### config.mk
export PLATFORM = sky130hd
export DESIGN_NAME = alu_cmd_issuer
export DESIGN_NICKNAME = d
export VERILOG_FILES = /design/src/rtl/alu_cmd_issuer.sv
export SDC_FILE = /design/constraint.sdc
export NUM_CORES = 1
export LEC_CHECK = 0
export ABC_AREA = 0
export CORE_MARGIN = 2
export CORE_UTILIZATION = 57
export CTS_CLUSTER_DIAMETER = 120
export DETAILED_ROUTE_END_ITERATION = 7
export PLACE_DENSITY = 0.84
export SYNTH_ARGS = -nofsm -noshare
export SYNTH_HDL_FRONTEND = slang
export SYNTH_SLANG_ARGS = --single-unit
export TNS_END_PERCENT = 5
### constraint.sdc
create_clock -name clk -period 3.8 [get_ports clk]
set_input_delay 0.76 -clock clk [delete_from_list [all_inputs] [get_ports clk]]
set_output_delay 0.76 -clock clk [all_outputs]
set_load 0.01 [all_outputs]
### src/rtl/alu_cmd_issuer.sv
// alu_cmd_issuer: FIFO-buffered command issuer for alu_top with in-order response port.
// Defining ALU_ISSUE_STATS_EN adds the saturating op_count output.
module alu_cmd_issuer #(
  parameter int N = 4,
  parameter int DEPTH = 4
) (
  input  logic           clk,
  input  logic           reset,
  input  logic           cmd_valid,
  output logic           cmd_ready,
  input  logic [N-1:0]   cmd_op1,
  input  logic [N-1:0]   cmd_op2,
  input  logic [3:0]     cmd_sel,
  output logic [N-1:0]   alu_operand1,
  output logic [N-1:0]   alu_operand2,
  output logic [3:0]     alu_select,
  input  logic [2*N-1:0] alu_result,
  output logic           rsp_valid,
  input  logic           rsp_ready,
  output logic [2*N-1:0] rsp_result,
  output logic [3:0]     rsp_sel,
  output logic           busy
`ifdef ALU_ISSUE_STATS_EN
  ,
  output logic [15:0]    op_count
`endif
);
  localparam int AW = $clog2(DEPTH);
  localparam int CW = AW + 1;
  typedef enum logic [1:0] {IDLE, EXEC, CAPT, RESP} state_t;
  state_t state;
  logic [N-1:0] mem_op1 [DEPTH];
  logic [N-1:0] mem_op2 [DEPTH];
  logic [3:0] mem_sel [DEPTH];
  logic [AW-1:0] wr_ptr, rd_ptr;
  logic [CW-1:0] count;
  logic push, pop, done;
  assign cmd_ready = count != CW'(DEPTH);
  assign push = cmd_valid && cmd_ready;
  assign done = state == RESP && rsp_valid && rsp_ready;
  // A new command issues from IDLE or straight after a consumed response.
  assign pop = count != '0 && (state == IDLE || done);
  assign busy = state != IDLE || count != '0;
  always_ff @(posedge clk) begin
    if (push) begin
      mem_op1[wr_ptr] <= cmd_op1;
      mem_op2[wr_ptr] <= cmd_op2;
      mem_sel[wr_ptr] <= cmd_sel;
    end
  end
  always_ff @(posedge clk or negedge reset) begin
    if (!reset) begin
      state <= IDLE;
      wr_ptr <= '0;
      rd_ptr <= '0;
      count <= '0;
      alu_operand1 <= '0;
      alu_operand2 <= '0;
      alu_select <= '0;
      rsp_valid <= 1'b0;
      rsp_result <= '0;
      rsp_sel <= '0;
    end else begin
      count <= count + CW'(push) - CW'(pop);
      if (push) wr_ptr <= wr_ptr + AW'(1);
      if (pop) begin
        rd_ptr <= rd_ptr + AW'(1);
        alu_operand1 <= mem_op1[rd_ptr];
        alu_operand2 <= mem_op2[rd_ptr];
        alu_select <= mem_sel[rd_ptr];
      end
      case (state)
        IDLE: if (pop) state <= EXEC;
        EXEC: state <= CAPT;
        CAPT: begin
          rsp_result <= alu_result;
          rsp_sel <= alu_select;
          rsp_valid <= 1'b1;
          state <= RESP;
        end
        RESP: if (done) begin
          rsp_valid <= 1'b0;
          state <= pop ? EXEC : IDLE;
        end
        default: state <= IDLE;
      endcase
    end
  end
`ifdef ALU_ISSUE_STATS_EN
  always_ff @(posedge clk or negedge reset) begin
    if (!reset) op_count <= '0;
    else if (done && op_count != 16'hFFFF) op_count <= op_count + 16'd1;
  end
`endif
endmodule

==> results of run 1 <==
==> stage by stage <==
stage               hold WS [ns]  cell area [um2]  setup WS, ns
floorplan                  0.464             3300          1.31
global placement           0.489             3860         0.994
detailed placement         0.495             3860         0.878
CTS                        0.515             4050         0.911
global route               0.526             4050         0.845
finish                     0.512             4050         0.931
==> placed cells by master (no fill, tap or decap), types with 2 or more instances in the layout <==
cell             netlist  layout
clkdlybuf4s50_1        0      50
edfxtp_1              48      48
dfrtp_1               34      34
mux2_2                16      16
mux4_2                12      12
inv_1                 10      10
ha_1                  10      10
clkbuf_8               0      10
mux2_4                 9       9
and3_1                 4       4
xnor2_1                3       3
clkinv_2               0       3
a31oi_1                2       2
xor2_1                 2       2
a21oi_1                2       2
buf_4                  1       2
==> routing by layer <==
metal / track usage / wire, um / vias to the layer above
met1: 0.261 / 2570 / 865
met4: 0.102 / 89 / 0
li1: - / - / 754
met2: 0.343 / 3020 / 56
met5: 0 / 0 / -
met3: 0.0494 / 282 / 7
==> cell type report <==
type / instances / area [um2]
clock buffers: 10 / 138
clock inverters: 6 / 56.3
fillers: 330 / 1490
inverters: 10 / 37.5
multi-input cells: 73 / 925
flip-flops and latches: 82 / 2290
well taps: 72 / 90.1
repair buffers: 52 / 515
==> where the power goes <==
part           total, W  switching, W  internal [W]
sequential      0.00150      0.000237       0.00126
clock          0.000619      0.000303      0.000316
combinational   0.00131      0.000513      0.000794
==> flip-flops by register name, indices dropped and copies added (netlist names), 3 cells and up <==
| register | flops |
|---|---|
| mem_sel | 16 |
| count | 3 |
| alu_operand1 | 4 |
| mem_op1 | 16 |
| rsp_sel | 4 |
| alu_select | 4 |
| rsp_result | 8 |
| mem_op2 | 16 |
| alu_operand2 | 4 |
==> final timing paths <==
path | end | from | slack (ns) | cells past startpoint
hold / removal | alu_operand1[3]$_DFFE_PN0P_ | alu_operand1[3]$_DFFE_PN0P_ | 0.51 | 1
setup / recovery | busy | state[0]$_DFFE_PN0P_ | 0.93 | 4
max in group asynchronous | alu_operand2[3]$_DFFE_PN0P_ | reset | 2.66 | 2
hold reg to reg | alu_operand1[3]$_DFFE_PN0P_ | alu_operand1[3]$_DFFE_PN0P_ | 0.51 | 1
min in group asynchronous | rsp_result[7]$_DFFE_PN0P_ | reset | 0.83 | 2
setup reg to reg | count[2]$_DFF_PN0_ | count[1]$_DFF_PN0_ | 1.37 | 10
==> worst max-delay path, cell delays in order, from the launching register on <==
cell             delay [ns]
dfrtp_1                0.42
inv_1                  0.13
ha_1                   0.19
or4b_1                 0.52
clkdlybuf4s50_1        0.51
==> cells by family after synthesis <==
logic type | after synthesis
AO/OA/AOI/OAI | 7
adder cells (fa/ha/maj) | 11
AND/OR/NAND/NOR | 12
XOR/XNOR | 5
multiplexers | 38
buffers and inverters | 15
flip-flops | 82
==> impl_metrics.ini, run 1 <==
[floorplanning]
ios = 51
row_count = 27
die_x_um = 80.1
dieArea_mm2 = 0.00642
initial_core_util = 0.596
core_area_mm2 = 0.00554
die-height_um = 80.1

[critical_path]
start_kind = flop
crit_arrival_ns = 2.11
crit_fanout = 4
criticalPathCategory = flop to primary output
critPathCaptureType = primary output
cp.required_ns = 3.04

[clock_tree]
h-tree-depth = 3
cts_buffers = 9
cts_resized = 0
cts_tree = built
cts_hold_buf = 0
clk_transition_reported_paths_ns = 0.08
post_cts_buffers = 0
clockBufferDepth = 2
clock_latency_ns = 0.35
cts.sinks = 82
cts_root_buf = clkbuf_8

[yosys]
synth_fa_ha_area_frac = 0.0440
yosysMostFrequentCell = edfxtp_1
synthesis.nets = 205
synth_top_family_by_area = multiplexers
avgSynthCellArea_um2 = 19.4
seq_area_frac_synth = 0.694
ys_ff_latch = 82
syn_area_mm2 = 0.00330
synth_edf_count = 48
synth.top_cell.area_share = 0.437
netlist_top_cells_area = edfxtp_1, dfrtp_1, mux4_2, mux2_2, mux2_4
synth-xor-area-share = 0.0133
synth_cell_types = 30
yosys.area.top_type = edfxtp_1
synth.top_cells.by_count = edfxtp_1, dfrtp_1, mux2_2, mux4_2
async_flop_share = 0.415
synth_compound_area_frac = 0.0152
yosysWarnings = 0
muxShareOfSynthArea = 0.181
synth-simple-area-share = 0.0269
synth-main-ff-cell = edfxtp_1
syn_inst = 170

[layout]
nets = 263
final_core_util = 0.732
stdcell_count = 305
diodes = 0
syn_to_final_growth_pct = 22.8
drive_gt1_frac = 0.262

[timing]
clock_skew_ns = 0.0100
rsz0062_at_grt = no
slew_headroom = 0.429
max_freq_ghz = 0.349
fin_crit_sh = 0.755
setup_viol = 0
hold_viol_final = 0
drv_slew = 0
setup_tns_ns = 0
worstMarginPinSlew_ns = 0.856
timing.final.crit_period_ns = 2.87

[global_route]
grt_first_pass_wirelength_mm = 9.37
overflow = 0
grt_max_degree = 35
grt_pass1_vias = 1812
antenna_found_initial = 0
grt_usage = 0.208

[flow_run]
drv_cap = 0

[place]
place_congestion = 0.710
portBuffers = 50
dp_cells = 289
dp_hpwl_mm = 3.90

[drt]
route.antenna.remaining_nets = 0
routed_wl_mm = 5.96
drcViolationCount = 0
first_iter_violations = 118
wl_per_cell_um = 19.6
avgViaCountPerCell = 5.51
drt_first_pass_iters = 5
num_vias = 1682

[power]
ir_drop_uv = 436
p_per_area_mw_per_mm2 = 844
p_leak_nw = 1.56
power_w = 0.00342

[min_path]
hold_class = flop to flop

[outcome]
status = complete, no violations
No activity file was read; power rests on OpenSTA's default activity.
==> inputs of run 2 (changes only) <==
Settings changed: CORE_UTILIZATION 57 to 48, PLACE_DENSITY 0.84 to 0.75.
Clock period 3.8 ns to 2.5 ns, I/O delays scaled along.
==> impl_metrics.ini, run 2 (synthesized netlist as in run 1, its figures left out) <==
[outcome]
status = complete, no violations

[layout]
mostFrequentLayoutCells = clkdlybuf4s50_1, edfxtp_1, dfrtp_1
top_regs = mem_op1: 16 flops, mem_op2: 16 flops, mem_sel: 16 flops
syn_to_final_growth_pct = 26.1
final_core_util = 0.620
drive_gt1_frac = 0.289
diodes = 0
nets = 272
stdcell_area_mm2 = 0.00417
mostFrequentLayoutCell = clkdlybuf4s50_1

[timing]
setup_ws_ns = 0.117
setup_viol = 0
hold_viol_final = 0
fin_crit_sh = 0.953
max_freq_ghz = 0.420
hold_slack_ns = 0.506
drv_slew = 0
timing.final.crit_period_ns = 2.38
slew_headroom = 0.573
rsz0062_at_grt = yes
clock_skew_ns = 0.0116
worstMarginPinSlew_ns = 0.641

[global_route]
antenna_found_initial = 0
overflow = 0
grt_usage = 0.157
grt_pass1_vias = 1760
grt_first_pass_wirelength_mm = 8.56
grt_max_degree = 35

[clock_tree]
cts_hold_buf = 0
cts.sinks = 82
clk_transition_reported_paths_ns = 0.08
cts_buffers = 9
cts_root_buf = clkbuf_8
cts_tree = built
clockBufferDepth = 2
clock_latency_ns = 0.35
h-tree-depth = 3

[min_path]
hold_class = flop to flop
min_path_cells = 1

[critical_path]
crit_end = busy
crit_arrival_ns = 1.88
reg2reg_from = count[2]$_DFF_PN0_
cp.required_ns = 2.00
crit_slowest_cell = or4b_1
max_stage_delay_ns = 0.51
start_kind = flop
cp_cell_sequence = inv_1, ha_1, or4b_1, dlygate4sd2_1
crit_path_start = state[0]$_DFFE_PN0P_
critPathCaptureType = primary output
rrSetupSlack_ns = 0.20
crit_family = simple AND/OR/NAND/NOR gates
cp.depth = 4
rr_endpoint = count[2]$_DFF_PN0_
criticalPathCategory = flop to primary output
ff2ff_path_depth = 10
critPathBufInv = 2
crit_fanout = 4

[floorplanning]
row_count = 30
die-height_um = 86.9
die_x_um = 86.9
core_area_mm2 = 0.00672
ios = 51
initial_core_util = 0.491
dieArea_mm2 = 0.00756

[drt]
first_iter_violations = 57
num_vias = 1686
wl_per_cell_um = 16.7
drcViolationCount = 0
top_layer = met4
met2_length_mm = 2.58
routed_wl_mm = 5.38
wl_met1_mm = 2.41
wl_met3_um = 369
drt_first_pass_iters = 4
route.antenna.remaining_nets = 0
avgViaCountPerCell = 5.24

[place]
dp_hpwl_mm = 3.56
portBuffers = 50
place_congestion = 0.764
postPlaceCellArea_mm2 = 0.00394
pre_cts_ws_ns = -0.0393

[power]
p_seq_frac = 0.408
p_leak_nw = 1.62
p_int_w = 0.00379
ir_drop_uv = 546
swShare = 0.288
pwr-share-comb = 0.392
p_per_area_mw_per_mm2 = 1280
p_sw_w = 0.00153
pwr-share-clk = 0.200

[flow_run]
drv_cap = 0
-- run 2: layout make-up --
cell class / count / area (um2)
fillers: 506 / 2550
flip-flops and latches: 82 / 2290
multi-input cells: 73 / 925
repair buffers: 61 / 582
clock buffers: 12 / 155
well taps: 80 / 100
clock inverters: 4 / 73.8
inverters: 10 / 37.5
-- run 2: worst min path at each step --
stage | start | to | slack [ns]
2_1_floorplan | reset | alu_operand1[0]$_DFFE_PN0P_ | 0.20
4_1_cts | rsp_sel[1]$_DFFE_PN0P_ | rsp_sel[1]$_DFFE_PN0P_ | 0.51
3_5_place_dp | rsp_result[6]$_DFFE_PN0P_ | rsp_result[6]$_DFFE_PN0P_ | 0.49
3_3_place_gp | rsp_result[6]$_DFFE_PN0P_ | rsp_result[6]$_DFFE_PN0P_ | 0.49
6_report | rsp_sel[1]$_DFFE_PN0P_ | rsp_sel[1]$_DFFE_PN0P_ | 0.51
5_1_grt | rsp_sel[1]$_DFFE_PN0P_ | rsp_sel[1]$_DFFE_PN0P_ | 0.52
-- run 2: metal layers --
metal  global-route usage  vias to the layer above
met2                0.251                       64
met1                0.198                      839
met4               0.0469                        0
met5                    0                        -
met3               0.0626                        5
li1                     -                      778
-- run 2: power by group through the flow --
stage          sequential [W]  clock, W  combinational [W]
2_1_floorplan         0.00223         0            0.00130
3_3_place_gp          0.00219         0            0.00207
3_5_place_dp          0.00221         0            0.00212
4_1_cts               0.00219   0.00109            0.00213
5_1_grt               0.00223   0.00114            0.00228
6_report              0.00217   0.00107            0.00209
-- run 2: repair_timing --
item / 4_1_cts / 5_1_grt
resized for setup: 1 / 0
setup endpoints to repair: 1 / 1
buffers inserted: 0 / 0
pin swaps: 0 / 0
-- run 2: worst register-to-register path, cell delays in order, from the launching register on --
cell and delay (ns):
dfrtp_1 0.42, or3b_4 0.44, and2_4 0.19, inv_1 0.06
ha_1 0.22, inv_1 0.06, ha_1 0.13, inv_1 0.05
fa_1 0.38, xnor2_1 0.18, xnor2_1 0.13
-- run 2: per-stage QoR --
| stage | setup TNS, ns | power (W) | instances |
|---|---|---|---|
| 6_report | 0 | 0.00533 | 322 |
| 5_1_grt | -0.00436 | 0.00566 | 322 |
| 4_1_cts | 0 | 0.00540 | 322 |
| 3_5_place_dp | -0.0393 | 0.00433 | 306 |
| 3_3_place_gp | -0.0376 | 0.00426 | 306 |
| 2_1_floorplan | 0 | 0.00353 | 170 |
